**src/rtl/oob_pkg.sv**
```systemverilog
// Shared state encoding and parameter defaults for the SATA/GTX OOB sequencer.
package oob_pkg;

    localparam int DEF_TIMEOUT_CYCLES = 16384;
    localparam int DEF_HOLD_CYCLES    = 5;
    localparam int DEF_MAX_RETRIES    = 3;

    typedef enum logic [3:0] {
        S_IDLE,
        S_SEND_INIT,
        S_WAIT_INIT,
        S_SEND_WAKE,
        S_WAIT_WAKE,
        S_HOLD,
        S_WAIT_ALIGN,
        S_LINK,
        S_ERROR
    } oob_state_e;

endpackage

```
**src/rtl/oob_sequencer_if.sv**
```systemverilog
// OOB control/status bundle between the sequencer (master) and the GTX channel side (slave).
interface oob_sequencer_if;

    logic       en;
    logic       txcomfinish;
    logic       rxcominitdet;
    logic       rxcomwakedet;
    logic       rxbyteisaligned;
    logic       txelecidle;
    logic       txcominit;
    logic       txcomwake;
    logic       link_up;
    logic       err;
    logic [3:0] retry_cnt;

    modport master (
        input  en, txcomfinish, rxcominitdet, rxcomwakedet, rxbyteisaligned,
        output txelecidle, txcominit, txcomwake, link_up, err, retry_cnt
    );

    modport slave (
        output en, txcomfinish, rxcominitdet, rxcomwakedet, rxbyteisaligned,
        input  txelecidle, txcominit, txcomwake, link_up, err, retry_cnt
    );

endinterface

```
**src/rtl/oob_timer.sv**
```systemverilog
// 16-bit loadable down-counter; expired_o is high in the last cycle of a loaded interval,
// so a load of N gives exactly N cycles in the owning state.
module oob_timer (
    input  logic        clk,
    input  logic        rst,
    input  logic        load_i,
    input  logic [15:0] load_val_i,
    output logic        expired_o
);

    logic [15:0] cnt_q, cnt_d;

    always_comb begin
        cnt_d = cnt_q;
        if (load_i) begin
            cnt_d = load_val_i;
        end else if (cnt_q != 16'd0) begin
            cnt_d = cnt_q - 16'd1;
        end
    end

    always_ff @(posedge clk or posedge rst) begin
        if (rst) begin
            cnt_q <= '0;
        end else begin
            cnt_q <= cnt_d;
        end
    end

    assign expired_o = (cnt_q == 16'd1);

endmodule

```
**src/rtl/oob_sequencer.sv**
```systemverilog
// COMINIT/COMWAKE out-of-band handshake for a GTXE2 channel; all outputs registered from next state,
// so they track the state one cycle after the causing input. No backpressure: the partner sets the pace.
module oob_sequencer
    import oob_pkg::*;
#(
    parameter int TIMEOUT_CYCLES = DEF_TIMEOUT_CYCLES,
    parameter int HOLD_CYCLES    = DEF_HOLD_CYCLES,
    parameter int MAX_RETRIES    = DEF_MAX_RETRIES
) (
    input  logic            clk,
    input  logic            reset,
    oob_sequencer_if.master bus
);

    oob_state_e  state_q, state_d, retry_tgt;
    logic        fin_q, fin_d, det_q, det_d, det_in, in_flag_wait;
    logic        txelecidle_q, txelecidle_d;
    logic        txcominit_q, txcominit_d;
    logic        txcomwake_q, txcomwake_d;
    logic        link_up_q, link_up_d;
    logic        err_q, err_d;
    logic [3:0]  retry_cnt_q, retry_cnt_d;
    logic        tmr_load, tmr_expired;
    logic [15:0] tmr_load_val;

    oob_timer u_timer (
        .clk        (clk),
        .rst        (reset),
        .load_i     (tmr_load),
        .load_val_i (tmr_load_val),
        .expired_o  (tmr_expired)
    );

    always_comb begin
        in_flag_wait = (state_q == S_WAIT_INIT) || (state_q == S_WAIT_WAKE);
        det_in       = (state_q == S_WAIT_INIT) ? bus.rxcominitdet : bus.rxcomwakedet;
        fin_d        = in_flag_wait && (fin_q || bus.txcomfinish);
        det_d        = in_flag_wait && (det_q || det_in);
        retry_tgt    = (retry_cnt_q < 4'(MAX_RETRIES)) ? S_SEND_INIT : S_ERROR;

        state_d = state_q;
        unique case (state_q)
            S_IDLE:       if (bus.en) state_d = S_SEND_INIT;
            S_SEND_INIT:  state_d = S_WAIT_INIT;
            // Both flags already registered means this is the gap cycle; once seen, the timer is ignored.
            S_WAIT_INIT: begin
                if (fin_q && det_q)              state_d = S_SEND_WAKE;
                else if (!(fin_d && det_d) && tmr_expired) state_d = retry_tgt;
            end
            S_SEND_WAKE:  state_d = S_WAIT_WAKE;
            S_WAIT_WAKE: begin
                if (fin_d && det_d)      state_d = S_HOLD;
                else if (tmr_expired)    state_d = retry_tgt;
            end
            S_HOLD:       if (tmr_expired) state_d = S_WAIT_ALIGN;
            S_WAIT_ALIGN: begin
                if (bus.rxbyteisaligned) state_d = S_LINK;
                else if (tmr_expired)    state_d = retry_tgt;
            end
            S_LINK:       if (bus.rxcominitdet) state_d = S_SEND_INIT;
            S_ERROR:      state_d = S_ERROR;
            default:      state_d = S_IDLE;
        endcase
        if (!bus.en) state_d = S_IDLE;

        tmr_load     = (state_d != state_q) &&
                       (state_d inside {S_WAIT_INIT, S_WAIT_WAKE, S_HOLD, S_WAIT_ALIGN});
        tmr_load_val = (state_d == S_HOLD) ? 16'(HOLD_CYCLES) : 16'(TIMEOUT_CYCLES);

        retry_cnt_d = retry_cnt_q;
        if (state_d == S_IDLE) begin
            retry_cnt_d = '0;
        end else if (state_d == S_SEND_INIT) begin
            // A partner reset from LINK starts a fresh sequence: cleared, then this attempt counted.
            if (state_q == S_LINK)          retry_cnt_d = 4'd1;
            else if (retry_cnt_q != 4'hF)   retry_cnt_d = retry_cnt_q + 4'd1;
        end

        txelecidle_d = !((state_d == S_WAIT_ALIGN) || (state_d == S_LINK));
        txcominit_d  = (state_d == S_SEND_INIT);
        txcomwake_d  = (state_d == S_SEND_WAKE);
        link_up_d    = (state_d == S_LINK);

        err_d = err_q;
        if (state_d == S_ERROR)     err_d = 1'b1;
        else if (state_d == S_IDLE) err_d = 1'b0;
    end

    always_ff @(posedge clk or posedge reset) begin
        if (reset) begin
            state_q      <= S_IDLE;
            fin_q        <= 1'b0;
            det_q        <= 1'b0;
            txelecidle_q <= 1'b1;
            txcominit_q  <= 1'b0;
            txcomwake_q  <= 1'b0;
            link_up_q    <= 1'b0;
            err_q        <= 1'b0;
            retry_cnt_q  <= '0;
        end else begin
            state_q      <= state_d;
            fin_q        <= fin_d;
            det_q        <= det_d;
            txelecidle_q <= txelecidle_d;
            txcominit_q  <= txcominit_d;
            txcomwake_q  <= txcomwake_d;
            link_up_q    <= link_up_d;
            err_q        <= err_d;
            retry_cnt_q  <= retry_cnt_d;
        end
    end

    assign bus.txelecidle = txelecidle_q;
    assign bus.txcominit  = txcominit_q;
    assign bus.txcomwake  = txcomwake_q;
    assign bus.link_up    = link_up_q;
    assign bus.err        = err_q;
    assign bus.retry_cnt  = retry_cnt_q;

endmodule

```
**src/flat_wrapper.sv**
```systemverilog
// flat-port wrapper written by rule: the top's interface ports become plain ports
module oob_sequencer_flat import oob_pkg::*;
#(
    parameter int TIMEOUT_CYCLES = DEF_TIMEOUT_CYCLES,
    parameter int HOLD_CYCLES    = DEF_HOLD_CYCLES,
    parameter int MAX_RETRIES    = DEF_MAX_RETRIES
)
  (clk, reset, bus_en, bus_txcomfinish, bus_rxcominitdet, bus_rxcomwakedet, bus_rxbyteisaligned, bus_txelecidle, bus_txcominit, bus_txcomwake, bus_link_up, bus_err, bus_retry_cnt);
  oob_sequencer_if bus_i ();
  input  logic clk;
  input  logic reset;
  input wire logic [$bits(bus_i.en)-1:0] bus_en;
  input wire logic [$bits(bus_i.txcomfinish)-1:0] bus_txcomfinish;
  input wire logic [$bits(bus_i.rxcominitdet)-1:0] bus_rxcominitdet;
  input wire logic [$bits(bus_i.rxcomwakedet)-1:0] bus_rxcomwakedet;
  input wire logic [$bits(bus_i.rxbyteisaligned)-1:0] bus_rxbyteisaligned;
  output wire logic [$bits(bus_i.txelecidle)-1:0] bus_txelecidle;
  output wire logic [$bits(bus_i.txcominit)-1:0] bus_txcominit;
  output wire logic [$bits(bus_i.txcomwake)-1:0] bus_txcomwake;
  output wire logic [$bits(bus_i.link_up)-1:0] bus_link_up;
  output wire logic [$bits(bus_i.err)-1:0] bus_err;
  output wire logic [$bits(bus_i.retry_cnt)-1:0] bus_retry_cnt;
  assign bus_i.en = bus_en;
  assign bus_i.txcomfinish = bus_txcomfinish;
  assign bus_i.rxcominitdet = bus_rxcominitdet;
  assign bus_i.rxcomwakedet = bus_rxcomwakedet;
  assign bus_i.rxbyteisaligned = bus_rxbyteisaligned;
  assign bus_txelecidle = bus_i.txelecidle;
  assign bus_txcominit = bus_i.txcominit;
  assign bus_txcomwake = bus_i.txcomwake;
  assign bus_link_up = bus_i.link_up;
  assign bus_err = bus_i.err;
  assign bus_retry_cnt = bus_i.retry_cnt;
  oob_sequencer #(.TIMEOUT_CYCLES(TIMEOUT_CYCLES), .HOLD_CYCLES(HOLD_CYCLES), .MAX_RETRIES(MAX_RETRIES)) u_core (.clk(clk), .reset(reset), .bus(bus_i));
endmodule
```
**config.mk**
```make
export PLATFORM = sky130hd
export DESIGN_NAME = oob_sequencer_flat
export DESIGN_NICKNAME = d
export VERILOG_FILES = /design/src/rtl/oob_pkg.sv /design/src/rtl/oob_sequencer_if.sv /design/src/rtl/oob_timer.sv /design/src/rtl/oob_sequencer.sv /design/src/flat_wrapper.sv
export SDC_FILE = /design/constraint.sdc
export NUM_CORES = 1
export LEC_CHECK = 0
export ABC_AREA = 1
export CAP_MARGIN = 20
export CORE_MARGIN = 2
export CORE_UTILIZATION = 55
export DETAILED_ROUTE_END_ITERATION = 10
export PLACE_DENSITY = 0.76
export SLEW_MARGIN = 40
export SYNTH_ARGS = -nofsm -noshare
export SYNTH_HDL_FRONTEND = slang
export SYNTH_SLANG_ARGS = --single-unit
```
**constraint.sdc**
```tcl
create_clock -name clk -period 4.5 [get_ports clk]
set_clock_uncertainty 0.2 [all_clocks]
set_input_delay 1.35 -clock clk [delete_from_list [all_inputs] [get_ports clk]]
set_output_delay 1.35 -clock clk [all_outputs]
set_load 0.02 [all_outputs]
```
==> impl_metrics.toml <==
[floorplanning]
coreArea_sq_um = 3416
start_util = 0.5839
ios = 16
die_y_microns = 64.22
die_w_microns = 64.22
row_count = 21
dieArea_sq_um = 4124

[clock_network]
cts_sinks = 31
ctsHoldBuffers = 0
cts_root_buf = "clkbuf_4"
cts-resized-gates = 0
cts_tree = "built"
clk_latency_ps = 330
clockBufferDepth = 2
cts_setup_buffers = 0
clk_pin_slew_ps = 100
cts_max_level = 2
cts_buffers = 5

[timing]
fmax_mhz = 318.2
maxSlewViolCount = 0
setup_ws_ps = 1357
setup_viol = 0
hold_viol = 0
min_period_ps = 3143
whs_ps = 304.9
finalCritPeriodShare = 0.6985
rsz0062_at_grt = "false"
tns_ps = 0
worstMarginPinSlew_ps = 586.3
slew_headroom = 0.6055

[finish]
fin_area_sq_um = 2285
diodes = 0
fin_util = 0.6689
nNetsFinal = 298
syn2layout_area_growth_pct = 14.55
num-fill-cells = 300
drive_gt1_frac = 0.1944
final_cells = 334

[placement]
dp_hpwl_microns = 2935
pre_cts_ws_ps = 1001
port_buffers = 15
globalplace.congestion = 0.8810
place_area_sq_um = 2198
placed_cells = 326

[setup_path]
path_cells = "clkdlybuf4s50_1 > nand3_1 > nand3_2 > nand2_2 > nand3_2 > nand3_1 > nand2_1 > nand3_2 > nand2_2 > nand2_1 > nand3_2 > nand2_4 > inv_4 > nor3_1"
critPathBufInv = 2
critPathSlowestCell = "clkdlybuf4s50_1"
cp-end-kind = "flop"
crit_top_cell = "nand3_2"
cp.required_ps = 4500
worstSetupPathType = "input pin to flop"
crit_fanout = 13
startpoint_type = "input pin"
crit_family = "simple AND/OR/NAND/NOR gates"
slowest_delay_ps = 500
cp.arrival_ps = 3140

[synthesis]
ys.flop_type = "dfrtp_1"
synth-async-reset-ratio = 1.000
synth_seq_cells = 31
syn_area_per_cell_sq_um = 7.526
syn_inst = 265
synth_edf_count = 0
yosysWarningCount = 0
ys_types = 31
seq_area_frac_synth = 0.3896
synth_area_sq_um = 1994
synth_nets = 276

[hold_path]
hold_class = "flop to flop"

[run_status]
status = "finished clean"

[grt]
grt_start_max_net_pins = 32
grt_pass1_vias = 1604
grt_usage = 0.2139
gr-total-overflow = 0
antenna_found_initial = 0
grt_pass1_wl_microns = 6906

[route]
avgViaCountPerCell = 5.084
dr.pass1.iters = 4
detail-route-antenna-nets = 0
vias = 1698
drc = 0
wl_per_cell_microns = 11.54
drtIter0Drc = 100
drt_wl_total_microns = 3856

[pwr]
ir_drop_uv = 228.1
power_density_nw_per_um2 = 527.2
power.total_mw = 1.204
power_leakage_nw = 1.193

[run]
maxCapViolations = 0
## cell families (layout without fill, tap and decap cells)
kind of cell	count (synthesis)	count (layout)	synth area share
compound gates	17	17	0.06022
xor+xnor	9	9	0.03953
fa+ha+maj	4	4	0.02510
buf+inv	39	62	0.07842
flops	31	31	0.3896
simple gates	165	165	0.4072
## power by group
group	switching, mW	internal [mW]	leakage [nW]	total, mW
combinational	0.325	0.211	0.740	0.536
clock	0.0973	0.131	0.0482	0.229
sequential	0.0802	0.360	0.405	0.440
total	0.502	0.702	1.19	1.20
## state kept, by name, indices dropped and copies added (netlist names)
register / flops
u_core.bus.txcominit: 1
u_core.bus.retry_cnt: 4
u_core.bus.txelecidle: 1
u_core.state_q: 4
u_core.fin_q: 1
u_core.bus.err: 1
u_core.bus.link_up: 1
u_core.det_q: 1
u_core.u_timer.cnt_q: 16
u_core.bus.txcomwake: 1
## cells in the final DEF, fill, tap and decap left out, types with 2 or more instances in the layout
cell type	Yosys	layout
inv_2	6	6
o21a_1	2	2
ha_1	4	4
dfrtp_1	30	30
nor2_2	12	12
inv_1	31	31
nand2_4	3	3
a21oi_2	5	5
o21ai_0	5	5
clkdlybuf4s50_1	0	15
nand3_1	21	21
xor2_1	8	8
clkbuf_4	0	5
nor3_1	8	8
nand2_1	66	66
nor2_1	33	33
nand2_2	7	7
nand3_2	7	7
a21oi_1	3	3
## synthesized netlist by cell type, types with 2 or more instances
master,instances,area [sq um]
nand2_1,66,247.7
nor2_2,12,75.07
a21oi_1,3,15.01
inv_1,31,116.4
dfrtp_1,30,750.7
nor3_1,8,40.04
o21a_1,2,15.01
inv_2,6,22.52
a21oi_2,5,43.79
o21ai_0,5,25.02
ha_1,4,50.05
nand3_1,21,105.1
nor2_1,33,123.9
xor2_1,8,70.07
nand2_4,3,33.78
nand2_2,7,43.79
nand3_2,7,70.07
## worst paths after layout
kind | start | endpoint | slack, ps | depth (start not counted)
worst max-delay path | bus_rxcominitdet | u_core.u_timer.cnt_q[7]$_DFFE_PP0P_ | 1360 | 14
min in group asynchronous | reset | u_core.u_timer.cnt_q[13]$_DFFE_PP0P_ | 1190 | 3
worst min register to register | u_core.bus.err$_DFFE_PP0P_ | u_core.bus.err$_DFFE_PP0P_ | 300 | 1
max in group asynchronous | reset | u_core.bus.txelecidle$_DFF_PP1_ | 2600 | 3
worst max register to register | u_core.bus.retry_cnt[0]$_DFFE_PP0P_ | u_core.u_timer.cnt_q[0]$_DFFE_PP0P_ | 1960 | 14
worst min-delay path | u_core.bus.err$_DFFE_PP0P_ | u_core.bus.err$_DFFE_PP0P_ | 300 | 1
## area by class of cell
type                       count  area (sq um)  share of cell area
timing repair buffer          16         157.7             0.06900
multi-input combinational    195          1061              0.4644
clock buffer                   6         51.30             0.02245
sequential                    31         777.0              0.3401
inverter                      38         145.1             0.06353
clock inverter                 2         35.03             0.01533
tap                           46         57.56             0.02519
## per-layer routing
metal / track usage / part of all wire / vias to the layer above
li1: - / - / 875
met1: 0.2734 / 0.47 / 791
met2: 0.3451 / 0.48 / 26
met3: 0.06162 / 0.033 / 6
met4: 0.07713 / 0.014 / 0
met5: 0 / 0 / -
Note: power is estimated with default switching activity, not from simulation.
